==> config.mk <==
export PLATFORM = sky130hd
export DESIGN_NAME = opamp_cal_ctrl
export DESIGN_NICKNAME = d
export VERILOG_FILES = /design/src/rtl/opamp_cal_ctrl.sv
export SDC_FILE = /design/constraint.sdc
export NUM_CORES = 1
export LEC_CHECK = 0
export CELL_PAD_IN_SITES_DETAIL_PLACEMENT = 2
export CELL_PAD_IN_SITES_GLOBAL_PLACEMENT = 2
export CORE_MARGIN = 2
export CORE_UTILIZATION = 30
export CTS_CLUSTER_DIAMETER = 120
export DETAILED_ROUTE_END_ITERATION = 10
export GPL_TIMING_DRIVEN = 0
export PLACE_DENSITY_LB_ADDON = 0.05
export REMOVE_ABC_BUFFERS = 1
export SLEW_MARGIN = 10
export SYNTH_ARGS = -nofsm -noshare
export SYNTH_HDL_FRONTEND = slang
export SYNTH_SLANG_ARGS = --single-unit
==> constraint.sdc <==
create_clock -name wb_clk_i -period 6.4 [get_ports wb_clk_i]
set_clock_uncertainty 0.15 [all_clocks]
set_input_delay 1.6 -clock wb_clk_i [delete_from_list [all_inputs] [get_ports wb_clk_i]]
set_output_delay 1.6 -clock wb_clk_i [all_outputs]
set_load 0.005 [all_outputs]
==> src/rtl/opamp_cal_ctrl.sv <==
// ----------------------------------------------------------------------------
// opamp_cal_ctrl
//
// Digital calibration sequencer for the folded-cascode op-amp macro.
// When a calibration is requested it enables the bias current and waits for
// the bias to settle. It then shorts the amplifier inputs and runs a
// successive-approximation search on the offset-trim code. Each trial is
// judged by a comparator on the amplifier output.
//
// Ports
//   wb_clk_i    in   1       single clock
//   wb_rst_i    in   1       synchronous reset, active-high
//   start_i     in   1       calibration request (only honoured in IDLE)
//   abort_i     in   1       abort calibration, any state
//   cmp_i       in   1       asynchronous comparator, 1 = offset positive
//   ib_en_o     out  1       bias current enable
//   short_en_o  out  1       IN_P/IN_M short switch enable
//   trim_o      out  TRIM_W  offset-trim code to the macro
//   busy_o      out  1       sequencer active (any state but IDLE)
//   done_o      out  1       one-cycle completion pulse
//   cal_valid_o out  1       trim_o holds a completed calibration result
// ----------------------------------------------------------------------------
module opamp_cal_ctrl #(
  parameter int TRIM_W     = 6,
  parameter int BIAS_WAIT  = 64,
  parameter int SETTLE_CYC = 16,
  parameter int CNT_W      = 8
) (
  input  logic              wb_clk_i,
  input  logic              wb_rst_i,
  input  logic              start_i,
  input  logic              abort_i,
  input  logic              cmp_i,
  output logic              ib_en_o,
  output logic              short_en_o,
  output logic [TRIM_W-1:0] trim_o,
  output logic              busy_o,
  output logic              done_o,
  output logic              cal_valid_o
);

  localparam int K_W = (TRIM_W > 1) ? $clog2(TRIM_W) : 1;

  localparam logic [2:0] ST_IDLE   = 3'd0;
  localparam logic [2:0] ST_BIAS   = 3'd1;
  localparam logic [2:0] ST_TRIAL  = 3'd2;
  localparam logic [2:0] ST_DECIDE = 3'd3;
  localparam logic [2:0] ST_DONE   = 3'd4;

  localparam logic [TRIM_W-1:0] TRIM_MID    = TRIM_W'(1'b1) << (TRIM_W - 1);
  localparam logic [TRIM_W-1:0] TRIM_ZERO   = '0;
  localparam logic [CNT_W-1:0]  CNT_ZERO    = '0;
  localparam logic [CNT_W-1:0]  CNT_ONE     = CNT_W'(1'b1);
  localparam logic [CNT_W-1:0]  BIAS_LAST   = CNT_W'(BIAS_WAIT - 1);
  localparam logic [CNT_W-1:0]  SETTLE_LAST = CNT_W'(SETTLE_CYC - 1);
  localparam logic [K_W-1:0]    K_ZERO      = '0;
  localparam logic [K_W-1:0]    K_ONE       = K_W'(1'b1);
  localparam logic [K_W-1:0]    K_MSB       = K_W'(TRIM_W - 1);

  logic [2:0]        state_r;
  logic [2:0]        state_nxt_s;
  logic [CNT_W-1:0]  cnt_r;
  logic [CNT_W-1:0]  cnt_nxt_s;
  logic [K_W-1:0]    bit_idx_r;
  logic [K_W-1:0]    bit_idx_nxt_s;
  logic [TRIM_W-1:0] trim_r;
  logic [TRIM_W-1:0] trim_nxt_s;
  logic              ib_en_r;
  logic              ib_en_nxt_s;
  logic              short_en_r;
  logic              short_en_nxt_s;
  logic              busy_r;
  logic              busy_nxt_s;
  logic              done_r;
  logic              done_nxt_s;
  logic              cal_valid_r;
  logic              cal_valid_nxt_s;
  logic              cmp_meta_r;
  logic              cmp_sync_r;
  logic              cmp_s;

  assign cmp_s = cmp_sync_r;

  // Two-flop synchronizer for the asynchronous comparator output.
  always_ff @(posedge wb_clk_i) begin
    if (wb_rst_i) begin
      cmp_meta_r <= 1'b0;
      cmp_sync_r <= 1'b0;
    end else begin
      cmp_meta_r <= cmp_i;
      cmp_sync_r <= cmp_meta_r;
    end
  end

  // Sequencer next-state and next-output logic; abort overrides everything.
  always_comb begin
    state_nxt_s     = state_r;
    cnt_nxt_s       = cnt_r;
    bit_idx_nxt_s   = bit_idx_r;
    trim_nxt_s      = trim_r;
    ib_en_nxt_s     = ib_en_r;
    short_en_nxt_s  = short_en_r;
    busy_nxt_s      = busy_r;
    done_nxt_s      = 1'b0;
    cal_valid_nxt_s = cal_valid_r;

    if (abort_i) begin
      state_nxt_s     = ST_IDLE;
      cnt_nxt_s       = CNT_ZERO;
      bit_idx_nxt_s   = K_MSB;
      trim_nxt_s      = TRIM_MID;
      ib_en_nxt_s     = 1'b0;
      short_en_nxt_s  = 1'b0;
      busy_nxt_s      = 1'b0;
      cal_valid_nxt_s = 1'b0;
    end else begin
      case (state_r)
        ST_IDLE: begin
          if (start_i) begin
            // A new run always starts from an all-zero code; any previous
            // result is discarded.
            state_nxt_s     = ST_BIAS;
            cnt_nxt_s       = CNT_ZERO;
            bit_idx_nxt_s   = K_MSB;
            trim_nxt_s      = TRIM_ZERO;
            ib_en_nxt_s     = 1'b1;
            short_en_nxt_s  = 1'b1;
            busy_nxt_s      = 1'b1;
            cal_valid_nxt_s = 1'b0;
          end else begin
            state_nxt_s = ST_IDLE;
          end
        end

        ST_BIAS: begin
          if (cnt_r == BIAS_LAST) begin
            state_nxt_s            = ST_TRIAL;
            cnt_nxt_s              = CNT_ZERO;
            trim_nxt_s[bit_idx_r]  = 1'b1;
          end else begin
            cnt_nxt_s = cnt_r + CNT_ONE;
          end
        end

        ST_TRIAL: begin
          // The trial code is held long enough for the amplifier to settle
          // and for the comparator to pass through the synchronizer.
          if (cnt_r == SETTLE_LAST) begin
            state_nxt_s = ST_DECIDE;
          end else begin
            cnt_nxt_s = cnt_r + CNT_ONE;
          end
        end

        ST_DECIDE: begin
          // A positive offset means the trial bit overshoots, so it is dropped.
          trim_nxt_s[bit_idx_r] = ~cmp_s;
          if (bit_idx_r == K_ZERO) begin
            state_nxt_s = ST_DONE;
            done_nxt_s  = 1'b1;
          end else begin
            state_nxt_s                     = ST_TRIAL;
            bit_idx_nxt_s                   = bit_idx_r - K_ONE;
            trim_nxt_s[bit_idx_r - K_ONE]   = 1'b1;
            cnt_nxt_s                       = CNT_ZERO;
          end
        end

        ST_DONE: begin
          // Bias stays on so the trimmed amplifier is immediately usable.
          state_nxt_s     = ST_IDLE;
          cal_valid_nxt_s = 1'b1;
          short_en_nxt_s  = 1'b0;
          busy_nxt_s      = 1'b0;
          cnt_nxt_s       = CNT_ZERO;
          bit_idx_nxt_s   = K_MSB;
        end

        default: begin
          state_nxt_s     = ST_IDLE;
          cnt_nxt_s       = CNT_ZERO;
          bit_idx_nxt_s   = K_MSB;
          trim_nxt_s      = TRIM_MID;
          ib_en_nxt_s     = 1'b0;
          short_en_nxt_s  = 1'b0;
          busy_nxt_s      = 1'b0;
          cal_valid_nxt_s = 1'b0;
        end
      endcase
    end
  end

  // State, counters and registered outputs.
  always_ff @(posedge wb_clk_i) begin
    if (wb_rst_i) begin
      state_r     <= ST_IDLE;
      cnt_r       <= CNT_ZERO;
      bit_idx_r   <= K_MSB;
      trim_r      <= TRIM_MID;
      ib_en_r     <= 1'b0;
      short_en_r  <= 1'b0;
      busy_r      <= 1'b0;
      done_r      <= 1'b0;
      cal_valid_r <= 1'b0;
    end else begin
      state_r     <= state_nxt_s;
      cnt_r       <= cnt_nxt_s;
      bit_idx_r   <= bit_idx_nxt_s;
      trim_r      <= trim_nxt_s;
      ib_en_r     <= ib_en_nxt_s;
      short_en_r  <= short_en_nxt_s;
      busy_r      <= busy_nxt_s;
      done_r      <= done_nxt_s;
      cal_valid_r <= cal_valid_nxt_s;
    end
  end

  assign ib_en_o     = ib_en_r;
  assign short_en_o  = short_en_r;
  assign trim_o      = trim_r;
  assign busy_o      = busy_r;
  assign done_o      = done_r;
  assign cal_valid_o = cal_valid_r;

endmodule
=== Yosys cells after proc, flatten, opt, wreduce, memory -nomap -nowiden ===
Index checks and enable logic that the tools add are counted.

* Flip-flop bits (word level): 26
* Latch bits: 0
* Memory bits (writable): 0
* ROM bits: 0
* Input bits: 5
* Output and inout port bits: 11
* Word-level logic and storage cells: 79
* Memories: 0

* $add $sub $neg: 2
* Multiply operators: 0
* Div/mod/pow operators: 0
* Magnitude comparators: 4
* Equality and inequality tests: 11
* Shift operators: 0
* Mux-type cells: 28
* Bitwise logic cells: 8
* Reductions and logical operators: 16

{| class="wikitable"
|+ Operators by type and width
! kind !! number
|-
| 8-bit two-way mux || 4
|-
| 8-bit case mux with 4 select lines || 1
|-
| 6-bit case mux with 4 select lines || 1
|-
| 6-bit two-way mux || 3
|-
| 3-bit two-way mux || 5
|-
| 6-bit OR || 2
|-
| 3-bit case mux with 4 select lines || 1
|-
| 2-bit != test, second input constant || 5
|-
| 3-bit case mux with 3 select lines || 1
|-
| 3-bit AND reduction || 3
|-
| 8-bit by 1-bit adder with 8-bit output, second input constant || 1
|-
| 8-bit by 4-bit == test with 1-bit output, second input constant || 1
|-
| 8-bit by 6-bit == test with 1-bit output, second input constant || 1
|-
| 3-bit by 4-bit < comparator with 1-bit output, second input constant || 2
|-
| 6-bit bitwise mux || 1
|-
| 1-bit demux with 3-bit select || 2
|-
| 3-bit by 2-bit == test with 1-bit output, second input constant || 2
|-
| 3-bit by 1-bit >= comparator with 1-bit output, second input constant || 2
|-
| 3-bit logical NOT || 2
|-
| 1-bit two-way mux || 6
|-
| 1-bit inverter || 6
|-
| 2-bit AND reduction || 3
|-
| 2-bit OR reduction || 3
|-
| 3-bit OR reduction || 2
|-
| 7 further kinds || 9
|}

=== Longest topological paths before layout ===
Gate-level depths: netlist (run 1).

* Depth in word-level cells: 8
* Depth in mapped cells: 9
* Depth with buffers taken out: 7

=== Worst setup path after synthesis (run 1) ===
OpenSTA, ideal clock, no wires.

* Path kind: input-to-reg
* Start: in abort_i
* End: reg cnt_r[1]
* Setup time: 0.059 ns
* Arrival: 2.617 ns
* Setup slack: 3.574 ns
* Stages on the path: 4
* Path buffers: 1
* Path through: or3_1 > buf_2 > a2111oi_2 > a22o_1

* Cells in the longest elaborated chain, start to end: 1

{| class="wikitable"
|+ RTL lines
! what !! RTL line !! source
|-
| start: declaration || 32 || <nowiki>input logic abort_i,</nowiki>
|-
| 2-bit OR reduction (no source line) || n/a ||
|-
| end signal: assignment || 207 || <nowiki>cnt_r <= cnt_nxt_s;</nowiki>
|-
| end: declaration || 62 || <nowiki>logic [CNT_W-1:0] cnt_r;</nowiki>
|}

Every way passes these cells.
A chain may end at the register's enable or synchronous reset.

=== Final worst setup path (run 1) ===
* Start: in start_i
* End: reg cnt_r[4]

* Cells in the longest elaborated chain, start to end: 2

{| class="wikitable"
|+ RTL lines
! what !! RTL line !! source
|-
| start: declaration || 31 || <nowiki>input logic start_i,</nowiki>
|-
| 2-bit != test (no source line) || n/a ||
|-
| 3-bit AND reduction (no source line) || n/a ||
|}

Every way passes these cells.

==> impl_results.md, run 1 <==
* Vias per cell at 5.48
* Antenna violations before repair at 0
* Num CTS Buffers at 3
* Crit-path cells: clkdlybuf4s50_1 > or3_1 > a21oi_2 > nor3_1 > a32o_1
* Wire length per cell at 17.3 um
* FF-to-FF path depth at 7
* Maximum level of the CTS H-tree at 1
* Part of the power in registers at 57.9%
* Vias in the first global route at 1483
* Initial core utilization at 31.7%
* RSZ-0062 raised after global routing: no
* Die extent in y at 75.1 um
* Critical path origin: start_i
* First-pass GRT wire length at 7300 um
* Max-slew violations at 0
* Rel. slew slack at 52.5%
* Area Growth Syn to Fin at 14.8%
* Crit path to: cnt_r[4]
* Initial drt markers at 24
* Tot Pwr at 0.000286 W
* Root buffer cell: clkbuf_8
* Clock share of power at 33.0%
* # rows at 25
* Final period utilization at 51.9%
* Peak VDD IR at 0.0624 mV
* Largest net degree at the start of global routing at 17
* Ports at 16
* Class of the worst hold path: flip-flop to flip-flop
* Status: completed
* Reg2reg start: bit_idx_r[0]
* CP max-delay cell: clkdlybuf4s50_1
* Post-synthesis cell area at 0.00152 mm^2
* Register area share after synthesis at 34.4%
* Routed Antenna Nets at 0
* Syn_area_per_cell at 8.76 um^2
* Dominant cell type by area after synthesis: dfxtp_1
* Count of cell types in the netlist at 53
* Reg2reg end: cnt_r[5]
* Worst-margin pin slew at 710 ps
* Fmax at 0.301 GHz
* Area of the multi-input gates at 913 um^2
* Post-synthesis register bit count at 26
* Synth top area share at 34.4%
* Via count at 1364
* Diode count at 0
* Clk_lat worst skew at 270 ps
* Syn Inst Count at 173
* Switching Share at 23.8%
* Post-CTS Setup Bufs at 0
* NetSw at 0.0000680 W
* Final setup fails at 0
* Total wire length at 4300 um
* CORE AREA at 0.00479 mm^2
* Largest cells by area after synthesis: dfxtp_1 (34%), nand2_1 (3.7%), nor2_1 (3.5%)
* Critical Path Stages at 5
* Initial DRT Pass Iterations at 4
* Die Area at 0.00564 mm^2
* Register Area at 520 um^2
* Max-cap violations at 0
* Post-CTS Hold Buffers at 0
* CTS resizes at 0
* Syn. warnings at 0
* Max Root-Sink Buffers at 2
* Comb pwr share at 9.1%
* Type of the worst setup path: input pin to flip-flop
* Worst path top cell family by delay: compound AO/OA/AOI/OAI gates
* Layout cells sized above 1 at 7.69%
* CTS tree: built
* Startpoint Class: input pin
* Clock transition at path regs at 90 ps
* Filler instances at 535
* Residual DRC count at 0
* # nets final at 192
* Synth Flop Type: dfxtp_1
* Lkg Pwr at 0.546 nW
* Post-synth ARST share at 0%
* Worst Path Required at 6420 ps
* Setup TNS at 0 ps
* Final Wtd Congestion at 0.743
* Power density cells at 164 mW/mm^2
* GRT overflow at 0
* CP Capture Type: flip-flop
* # clock sinks at 26
* CP bufs+invs at 1
* PortBufs at 15
* EDFF count, synth at 0
* Worst-path fanout max at 13
* Final Hold Viols at 0
* Global-route usage over all layers at 16.8%
* Die width at 75.1 um
* Min Tclk post-route at 3320 ps
* P_int at 0.000218 W
* Critical path arrival at 3350 ps
* Setup slack, reg-to-reg at 3860 ps
* CP peak stage delay at 490 ps
* DPL Wire Length at 3170 um
-- through the flow --
step / util (%) / instance area, um^2 / setup slack (ps) / std cells / hold slack [ps]
floorplan: - / 1460 / 3540 / 164 / 264
global placement: 35.5 / 1700 / 2770 / 246 / 275
detailed placement: 35.5 / 1700 / 2800 / 246 / 302
CTS: 36.3 / 1740 / 3090 / 249 / 317
global route: 36.3 / 1740 / 2970 / 249 / 335
finish: 36.3 / 1740 / 3080 / 249 / 309
-- layout make-up --
type	instances	area share, %
Multi-Input combinational cell	130	52.5
Clock buffer	3	2.37
Sequential cell	26	29.9
Inverter	8	1.73
Timing Repair Buffer	15	8.63
Tap cell	67	4.82
-- worst min path at each step --
stage	slack, ps	from	endpoint	cells past startpoint
2_1_floorplan	260	cmp_meta_r	cmp_s	1
3_3_place_gp	270	cmp_meta_r	cmp_s	1
3_5_place_dp	300	cmp_meta_r	cmp_s	1
4_1_cts	320	cmp_meta_r	cmp_s	1
5_1_grt	340	cmp_meta_r	cmp_s	1
6_report	310	cmp_meta_r	cmp_s	1
-- synth_stat cells, drive strengths merged (2+ instances only) --
library cell and count:
or2 2, a31oi 2, nand3b 3, o21a 2, or3 8, nor3 4, nand3 5, a221o 3
a21oi 11, o31ai 5, nor2b 6, a311o 2, o22ai 2, o41ai 2, a21o 2, ha 3
mux2i 4, a22oi 2, a211oi 2, nor3b 2, o21ai 4, dfxtp 26, clkbuf 2, nand2 15
or4 5, mux2 2, inv 8, buf 7, nor2 14, a32o 4
-- flip-flops by register name (all words and copies together), names as in the netlist --
| name | count |
|---|---|
| bit_idx_r | 3 |
| busy_o | 1 |
| cal_valid_o | 1 |
| cmp_meta_r | 1 |
| cmp_s | 1 |
| cnt_r | 8 |
| done_o | 1 |
| ib_en_o | 1 |
| state_r | 3 |
| trim_o | 6 |
-- power by group through the flow --
| stage | clock network [W] | logic [W] | registers [W] |
|---|---|---|---|
| 6_report | 0.0000943 | 0.0000260 | 0.000166 |
| 5_1_grt | 0.000106 | 0.0000284 | 0.000166 |
| 4_1_cts | 0.0000993 | 0.0000263 | 0.000166 |
| 3_5_place_dp | 0 | 0.0000261 | 0.000169 |
| 3_3_place_gp | 0 | 0.0000258 | 0.000169 |
| 2_1_floorplan | 0 | 0.0000153 | 0.000169 |
-- cells in the final DEF (no fill, tap or decap), types with 2 or more instances in the layout --
cell	instances
dfxtp_1	26
o21a_1	2
a211oi_1	2
clkbuf_8	3
o31ai_1	5
clkdlybuf4s50_1	15
a21oi_1	10
a221o_1	3
nand2_1	15
a22oi_1	2
a31oi_1	2
nand3b_1	3
nor3_1	4
a21o_1	2
a311o_1	2
nor2b_1	5
or3_1	8
or4_1	5
inv_1	8
o21ai_0	3
nand3_1	4
a32o_1	4
o22ai_1	2
mux2i_1	4
ha_1	3
o41ai_1	2
nor2_1	14
-- kinds of logic (layout without fill, tap and decap cells) --
family,Yosys count,after routing,share of synthesized area [%]
and+or+nand+nor,70,70,27.0
AOI/OAI and AO/OA,50,50,26.1
DFF,26,26,34.4
buffers and inverters,17,26,5.37
muxes,6,6,4.13
adders and majority gates,3,3,2.48
xor gates and xnor gates,1,1,0.578
-- metal layers --
metal,up-vias,share of wire [%],global-route usage (%)
li1,667,-,-
met1,681,48,21.3
met2,11,50,29.9
met3,5,1.2,1.61
met4,0,1.2,5.36
met5,-,0,0
Note: power is estimated with default switching activity, not from simulation.
==> run 2, diff against run 1 <==
==> constraint.sdc (replaced) <==
create_clock -name wb_clk_i -period 2.7 [get_ports wb_clk_i]
set_clock_uncertainty 0.15 [all_clocks]
set_input_delay 0.675 -clock wb_clk_i [delete_from_list [all_inputs] [get_ports wb_clk_i]]
set_output_delay 0.675 -clock wb_clk_i [all_outputs]
set_load 0.005 [all_outputs]
==> impl_results.md, run 2 (synthesis gave the netlist of run 1 again) <==
* Status: completed
* Clock transition at path regs at 90 ps
* Vias in the first global route at 1483
* Final period utilization at 88.9%
* Max-cap violations at 0
* Final Wtd Congestion at 0.743
* Wire length per cell at 17.3 um
* Commonest non-fill, non-tap cell in the layout: dfxtp_1
* Initial core utilization at 31.7%
* Layout cells sized above 1 at 8.24%
* Peak VDD IR at 0.148 mV
* Vias per cell at 5.48
* Maximum level of the CTS H-tree at 1
* Rel. slew slack at 52.5%
* # clock sinks at 26
* Min Tclk post-route at 2400 ps
* Register Area at 522 um^2
* Area of the multi-input gates at 913 um^2
* RSZ-0062 raised after global routing: no
* Power density cells at 389 mW/mm^2
* PortBufs at 15
* Residual DRC count at 0
* DPL Wire Length at 3170 um
* CORE AREA at 0.00479 mm^2
* Design area at 0.00174 mm^2
* Final WS setup at 300 ps
* Area Growth Syn to Fin at 14.9%
* Worst-margin pin slew at 710 ps
* Antenna violations before repair at 0
* Die extent in y at 75.1 um
* Clk_lat worst skew at 270 ps
* Ports at 16
* Worst-path fanout max at 13
* Post-Layout Cell Count at 249
* Setup WS pre-CTS at 23.4 ps
* Die Area at 0.00564 mm^2
* Global-route usage over all layers at 16.8%
* Dpl cells at 246
* Class of the worst hold path: flip-flop to flip-flop
* Placed cell areas at 0.00170 mm^2
* Fin util at 36.4%
* Routed Antenna Nets at 0
* Final Hold Viols at 0
* Largest register FFs at 8
* Type of the worst setup path: input pin to flip-flop
* CTS tree: built
* Via count at 1364
* Final setup fails at 0
* Commonest cells after routing, fill and taps aside: dfxtp_1 (25), nand2_1 (15), clkdlybuf4s50_1 (15)
* # rows at 25
* Fmax at 0.417 GHz
* # nets final at 192
* GRT overflow at 0
* Largest net degree at the start of global routing at 17
* Critical path arrival at 2420 ps
* Root buffer cell: clkbuf_8
* Num CTS Buffers at 3
* Die width at 75.1 um
* Worst Path Required at 2720 ps
* Diode count at 0
* First-pass GRT wire length at 7300 um
* Setup TNS at 0 ps
* Startpoint Class: input pin
* Initial drt markers at 24
* Initial DRT Pass Iterations at 4
* Total wire length at 4300 um
* Lkg Pwr at 0.545 nW
* Filler instances at 535
* Top reg by flops: cnt_r
* Max Root-Sink Buffers at 2
* CP Capture Type: flip-flop
* Max-slew violations at 0
-- run 2: cell counts in the layout (fill, tap and decap cells not counted) --
Identical to the previous run, type by type.
-- run 2: power breakdown --
part / switching [W] / internal (W) / total, W
combinational: 0.0000333 / 0.0000283 / 0.0000615
clock: 0.000123 / 0.000100 / 0.000224
sequential: 0.00000446 / 0.000388 / 0.000392
total: 0.000161 / 0.000516 / 0.000677
-- run 2: per-layer routing --
metal  vias to the layer above  part of all wire, %  track usage [%]
li1                        667                    -                -
met1                       681                   48             21.3
met2                        11                   50             29.9
met3                         5                  1.2             1.61
met4                         0                  1.2             5.36
met5                         -                    0                0
-- run 2: worst paths after layout --
check	startpoint	endpoint	slack [ps]	cells after the start
worst min register to register	cmp_meta_r	cmp_s	310	1
worst min-delay path	cmp_meta_r	cmp_s	310	1
worst max register to register	bit_idx_r[1]	cnt_r[5]	310	7
worst max-delay path	start_i	cnt_r[4]	300	5
-- run 2: final cells by class --
cell class / count / share of cell area, %
multi-input combinational: 130 / 52.5
sequential: 26 / 30.0
timing repair buffer: 15 / 8.63
tap: 67 / 4.82
clock buffer: 3 / 2.37
inverter: 8 / 1.73
-- run 2: critical path, cell delays in order --
cell and delay, ps:
clkdlybuf4s50_1 490, or3_1 420, a21oi_2 490, nor3_1 130
a32o_1 220
-- run 2: metrics by stage --
stage	hold WS (ps)	total power, W
after global routing	335	0.000712
final	309	0.000677
after global placement	275	0.000462
after floorplan	264	0.000437
after CTS	317	0.000690
after detailed placement	302	0.000463
-- run 2: timing repair --
action,CTS,global route
setup buffers,0,0
resized for setup,0,1
hold buffers,0,0
endpoints found under the setup margin,0,1
